==> src/rtl/debug_cmd_engine.sv <==
// debug_cmd_engine: parses multi-byte debug commands from the inbound FIFO,
// executes them and streams a framed response (opcode, status, payload)
// into the outbound FIFO.
module debug_cmd_engine #(
   parameter int LEDCount      = 4,
   parameter int CounterWidth  = 32,
   parameter int EchoMax       = 4,
   parameter int TimeoutCycles = 1024
) (
   input  logic                clk,
   input  logic                rst_n,
   output logic                in_r,
   input  logic [7:0]          in_rd,
   input  logic                in_rok,
   output logic                out_w,
   output logic [7:0]          out_wd,
   input  logic                out_wok,
   output logic [LEDCount-1:0] led,
   output logic                busy
);

   localparam int CntBytes = CounterWidth / 8;
   localparam int PayMax   = (CntBytes > EchoMax) ? CntBytes : EchoMax;
   localparam int BufLen   = PayMax + 2;
   localparam int IW       = $clog2(BufLen + 1);
   localparam int TW       = (TimeoutCycles > 1) ? $clog2(TimeoutCycles) : 1;

   localparam logic [7:0] OP_NOP     = 8'h00;
   localparam logic [7:0] OP_LEDOFF  = 8'h80;
   localparam logic [7:0] OP_LEDON   = 8'h81;
   localparam logic [7:0] OP_LEDSET  = 8'h82;
   localparam logic [7:0] OP_ECHO    = 8'h83;
   localparam logic [7:0] OP_RDCNT   = 8'h84;

   localparam logic [7:0] ST_OK      = 8'h01;
   localparam logic [7:0] ST_UNKNOWN = 8'h02;
   localparam logic [7:0] ST_TIMEOUT = 8'h03;
   localparam logic [7:0] ST_BADLEN  = 8'h04;

   typedef enum logic [1:0] {S_IDLE, S_ARG, S_EXEC, S_RESP} state_e;

   state_e                  state_q, state_d;
   logic                    run_q;
   logic [7:0]              op_q, status_q, arg_q;
   logic [3:0]              argn_q;
   logic [TW-1:0]           tmo_q;
   logic [7:0]              echo_q [EchoMax];
   logic [7:0]              buf_q  [BufLen];
   logic [IW-1:0]           blen_q, idx_q;
   logic [LEDCount-1:0]     led_q;
   logic [CounterWidth-1:0] cnt_q;

   logic       xfer_in, xfer_out, tmo_hit, last_byte, len_bad;
   logic [7:0] pay [PayMax];

   assign xfer_in   = in_r && in_rok;
   assign xfer_out  = out_w && out_wok;
   assign tmo_hit   = (TimeoutCycles > 0) && (int'(tmo_q) == TimeoutCycles - 1);
   assign last_byte = (idx_q == blen_q - IW'(1));
   assign len_bad   = in_rd > 8'(EchoMax);

   // Payload candidates: counter bytes MSB first, or the echo bytes in order.
   always_comb begin
      for (int i = 0; i < PayMax; i++) pay[i] = 8'h00;
      if (op_q == OP_RDCNT) begin
         for (int i = 0; i < CntBytes; i++) pay[i] = cnt_q[8*(CntBytes-1-i) +: 8];
      end else begin
         for (int i = 0; i < EchoMax; i++) pay[i] = echo_q[i];
      end
   end

   // State register.
   always_ff @(posedge clk or negedge rst_n) begin
      if (!rst_n) state_q <= S_IDLE;
      else        state_q <= state_d;
   end

   // Next-state logic.
   always_comb begin
      state_d = state_q;
      case (state_q)
         S_IDLE: if (xfer_in && in_rd != OP_NOP)
                    state_d = (in_rd == OP_LEDSET || in_rd == OP_ECHO) ? S_ARG : S_EXEC;
         S_ARG: begin
            if (xfer_in) begin
               if (op_q == OP_LEDSET)                         state_d = S_EXEC;
               else if (argn_q == 4'd0) begin
                  if (in_rd == 8'h00 || len_bad)               state_d = S_EXEC;
               end else if ({4'b0, argn_q} == arg_q)          state_d = S_EXEC;
            end else if (tmo_hit) begin
               state_d = S_EXEC;
            end
         end
         S_EXEC: state_d = S_RESP;
         S_RESP: if (xfer_out && last_byte) state_d = S_IDLE;
         default: state_d = S_IDLE;
      endcase
   end

   // Outputs; in_r stays low until the first edge after reset release.
   always_comb begin
      in_r   = run_q && (state_q == S_IDLE || state_q == S_ARG);
      out_w  = (state_q == S_RESP);
      out_wd = buf_q[idx_q];
      busy   = (state_q != S_IDLE);
      led    = led_q;
   end

   // Datapath: parsing, timeout, execution side effects and response buffer.
   always_ff @(posedge clk or negedge rst_n) begin
      if (!rst_n) begin
         run_q    <= 1'b0;
         cnt_q    <= '0;
         op_q     <= '0;
         status_q <= '0;
         arg_q    <= '0;
         argn_q   <= '0;
         tmo_q    <= '0;
         led_q    <= '0;
         blen_q   <= '0;
         idx_q    <= '0;
         for (int i = 0; i < EchoMax; i++) echo_q[i] <= '0;
         for (int i = 0; i < BufLen; i++)  buf_q[i]  <= '0;
      end else begin
         run_q <= 1'b1;
         cnt_q <= cnt_q + 1'b1;
         case (state_q)
            S_IDLE: if (xfer_in && in_rd != OP_NOP) begin
               op_q     <= in_rd;
               status_q <= (in_rd >= OP_LEDOFF && in_rd <= OP_RDCNT) ? ST_OK : ST_UNKNOWN;
               argn_q   <= '0;
               tmo_q    <= '0;
            end
            S_ARG: begin
               if (xfer_in) begin
                  tmo_q  <= '0;
                  argn_q <= argn_q + 4'd1;
                  if (argn_q == 4'd0) begin
                     arg_q <= in_rd;
                     if (op_q == OP_ECHO && len_bad) status_q <= ST_BADLEN;
                  end
                  // Payload byte k arrives with argn_q == k+1.
                  for (int i = 0; i < EchoMax; i++)
                     if (op_q == OP_ECHO && int'(argn_q) == i + 1) echo_q[i] <= in_rd;
               end else if (tmo_hit) begin
                  status_q <= ST_TIMEOUT;
               end else begin
                  tmo_q <= tmo_q + 1'b1;
               end
            end
            S_EXEC: begin
               if (status_q == ST_OK) begin
                  case (op_q)
                     OP_LEDOFF: led_q[0] <= 1'b0;
                     OP_LEDON:  led_q[0] <= 1'b1;
                     OP_LEDSET: led_q    <= arg_q[LEDCount-1:0];
                     default: ;
                  endcase
               end
               buf_q[0] <= op_q;
               buf_q[1] <= status_q;
               for (int i = 0; i < PayMax; i++) buf_q[i+2] <= pay[i];
               if (status_q != ST_OK)   blen_q <= IW'(2);
               else if (op_q == OP_RDCNT) blen_q <= IW'(2 + CntBytes);
               else if (op_q == OP_ECHO)  blen_q <= IW'(2) + IW'(arg_q);
               else                       blen_q <= IW'(2);
               idx_q <= '0;
            end
            S_RESP: if (xfer_out && !last_byte) idx_q <= idx_q + 1'b1;
            default: ;
         endcase
      end
   end

endmodule

==> config.mk <==
export PLATFORM = sky130hd
export DESIGN_NAME = debug_cmd_engine
export DESIGN_NICKNAME = d
export VERILOG_FILES = /design/src/rtl/debug_cmd_engine.sv
export SDC_FILE = /design/constraint.sdc
export NUM_CORES = 1
export LEC_CHECK = 0
export CAP_MARGIN = 25
export CORE_UTILIZATION = 38
export CTS_CLUSTER_DIAMETER = 120
export DETAILED_ROUTE_END_ITERATION = 10
export DONT_BUFFER_PORTS = 1
export GPL_TIMING_DRIVEN = 0
export MAX_ROUTING_LAYER = met4
export PLACE_DENSITY_LB_ADDON = 0.3
export SYNTH_ARGS = -nofsm -noshare
export SYNTH_HDL_FRONTEND = slang
export SYNTH_SLANG_ARGS = --single-unit
==> constraint.sdc <==
create_clock -name clk -period 5.7 [get_ports clk]
set_input_delay 0.285 -clock clk [delete_from_list [all_inputs] [get_ports clk]]
set_output_delay 0.285 -clock clk [all_outputs]
set_load 0.05 [all_outputs]
==> impl_metrics.yaml <==
floorplanning:
  die_w_microns: 139
  die_h_microns: 139
  fp-row-count: 49
  design.core.area_sq_mm: 0.0182
  initial_core_util: 0.392
  dieArea_sq_mm: 0.0193
  pin_count: 27
worst_hold_path:
  hold_end: "op_q[3]"
  hold_path_class: "input pin to flip-flop"
  hold_depth: 1
  min_from: "in_rd[3]"
clock_network:
  cts_tree: "built"
  clkSinkCount: 153
  ctsHoldBuffers: 4
  cts_setup_buffers: 0
  cts-root-buf: "clkbuf_16"
  clkTransAtPathRegs_ns: 0.07
  htreeDepth: 4
  clockBufferDepth: 2
  ctsResizeCount: 0
  clock_latency_ns: 0.42
  numCtsBuffers: 17
routing:
  drtIter0Drc: 420
  vias_per_cell: 5.40
  post_drt_wl_per_cell_microns: 18.9
  drtAntennaViolNets: 0
  firstDrtPassIters: 7
  finalWirelength_microns: 17100
  route.detailed.drc: 1
  vias: 4901
global_routing:
  antenna_found_initial: 0
  grt_overflow_total: 0
  grt_pass1_wl_microns: 27200
  grt_max_degree: 154
  grt_pass1_vias: 4951
  track_usage: 0.191
synth:
  syn-cell-area_sq_mm: 0.00713
  synthTopCellsByArea: "dfrtp_1, mux2_2, mux2i_1"
  synth_edf_count: 0
  synthArstFlopShare: 1.00
  synth.net_count: 658
  syn_area_per_cell_sq_um: 11.3
  yosysTopAreaCell: "dfrtp_1"
  synth_seq_cells: 153
  synthDistinctLibCells: 50
  ys.flop_type: "dfrtp_1"
  ys_warn_count: 0
  ys_seq_area_frac: 0.537
  syn_inst: 633
  synth_top_area_frac: 0.537
power:
  p_int_uw: 2490
  seqPwrFrac: 0.394
  p_comb_frac: 0.315
  swShare: 0.360
  clkPwrFrac: 0.291
  peakVddDrop_mv: 0.261
  power_switching_uw: 1400
  leakagePower_uw: 0.00382
  power_per_cell_area_mw_per_mm2: 478
final_layout:
  layout_common_cells: "dfrtp_1, nor2_1, mux2_2"
  post-route-util: 0.447
  antennaDiodeCount: 0
  area_delta_synth_final_pct: 14.2
  stdcell_count: 908
  drive_above_1_share: 0.168
  final_common_cell: "dfrtp_1"
  fillers: 1668
  fin_nets: 691
timing:
  worst_pin_slew_ns: 0.788
  hold_viol: 0
  finalClockSkew_ns: 0.0116
  tns_ns: 0
  finalCritPeriodShare: 0.513
  setup_viol: 0
  final_max_slew_viol_count: 0
  min_period_ns: 2.92
  fmax_mhz: 342
  slew_headroom: 0.475
  rsz0062_at_grt: "false"
worst_setup_path:
  cp-end-kind: "primary output"
  start_kind: "flip-flop"
  critPathMaxFanout: 10
  critPathTopFamily: "buffers and inverters"
  worst-endpoint-arrival_ns: 2.64
  reg2reg_depth: 5
  path_class: "flip-flop to primary output"
  rrSetupSlack_ns: 3.25
  r2r-end: "echo_q[11]"
  r2r-start: "op_q[3]"
  crit_chain: "buf_1, clkbuf_1, mux2i_1, o22ai_1, buf_4"
  cp_num_buf_inv: 3
  slowest_delay_ns: 0.58
  slowest_stage: "clkbuf_1"
  crit_required_ns: 5.41
job:
  maxCapViolations: 0
status:
  violations: "DRC"
  status: "complete, but fails checks"
placed_design:
  place.port_buffers: 0
  dp_hpwl_microns: 11900
  dp_cells: 870
  globalplace.congestion: 0.855
## cells by family after synthesis
| group | Yosys count | synth area share |
|---|---|---|
| buffers and inverters | 45 | 0.0251 |
| AO/OA/AOI/OAI | 90 | 0.0724 |
| multiplexers | 104 | 0.163 |
| flip-flops | 153 | 0.537 |
| XOR/XNOR | 46 | 0.0584 |
| AND/OR/NAND/NOR | 181 | 0.121 |
| adder cells (fa/ha/maj) | 13 | 0.0228 |
| other | 1 | 0.000526 |
## metrics by stage
stage | cell area, sq um | total power (uW) | setup slack, ns | hold WS, ns
after floorplan | 7130 | 2390 | 3.27 | -0.0106
after global placement | 7420 | 2640 | 2.81 | -0.00100
after detailed placement | 7480 | 2740 | 3.25 | -0.00279
after CTS | 8120 | 3910 | 2.79 | 0.000325
after global routing | 8140 | 4100 | 2.63 | 0.000180
final | 8140 | 3890 | 2.78 | 0.0137
## synth_stat cells, drive strengths merged, types with 2 or more instances
cell,n
nor4,5
xnor2,30
nand2,45
o21ai,16
nand2b,2
or4,2
and4,2
o22ai,8
dfrtp,153
and2,3
o21a,2
o211ai,2
a32o,2
nor2,63
clkbuf,17
nor3,10
and3,9
a21oi,49
a22oi,5
nand4,14
xor2,15
mux4,3
or3,4
ha,13
and2b,2
inv,21
nand3,16
mux2i,38
mux2,63
buf,7
## worst max path at each step
stage	startpoint	endpoint	slack, ns	cells after the start
4_1_cts	idx_q[0]	out_wd[3]	2.79	5
6_report	idx_q[0]	out_wd[3]	2.78	5
3_3_place_gp	idx_q[0]	out_wd[2]	2.81	4
3_5_place_dp	idx_q[0]	out_wd[3]	3.25	5
5_1_grt	idx_q[0]	out_wd[3]	2.63	5
2_1_floorplan	idx_q[0]	out_wd[0]	3.27	4
## power by group through the flow
stage	sequential, uW	clock (uW)	combinational, uW
finish	1540	1130	1230
global placement	1540	0	1100
detailed placement	1550	0	1190
global route	1560	1190	1340
CTS	1530	1150	1230
floorplan	1470	0	915
## sequential cells by signal (all words and copies together) (netlist names)
name,count
buf_q,43
cnt_q,32
echo_q,32
tmo_q,10
arg_q,8
op_q,8
argn_q,4
led,4
blen_q,3
idx_q,3
status_q,3
state_q,2
run_q,1
## layout make-up
class | instances | area [sq um] | share of cell area
well taps | 229 | 287 | 0.0352
clock buffers | 20 | 437 | 0.0536
clock inverters | 12 | 150 | 0.0184
multi-input cells | 435 | 3130 | 0.384
flip-flops and latches | 153 | 3830 | 0.470
plain buffers | 24 | 100 | 0.0123
inverters | 21 | 78.8 | 0.00968
repair buffers | 14 | 138 | 0.0169
## per-layer routing
layer,routed length (microns),global-route usage,up-vias
li1,-,-,2291
met1,7840,0.242,2508
met2,8380,0.305,87
met3,678,0.0394,15
met4,232,0.0614,0
met5,0,-,-
(Power assumes the default switching activity.)
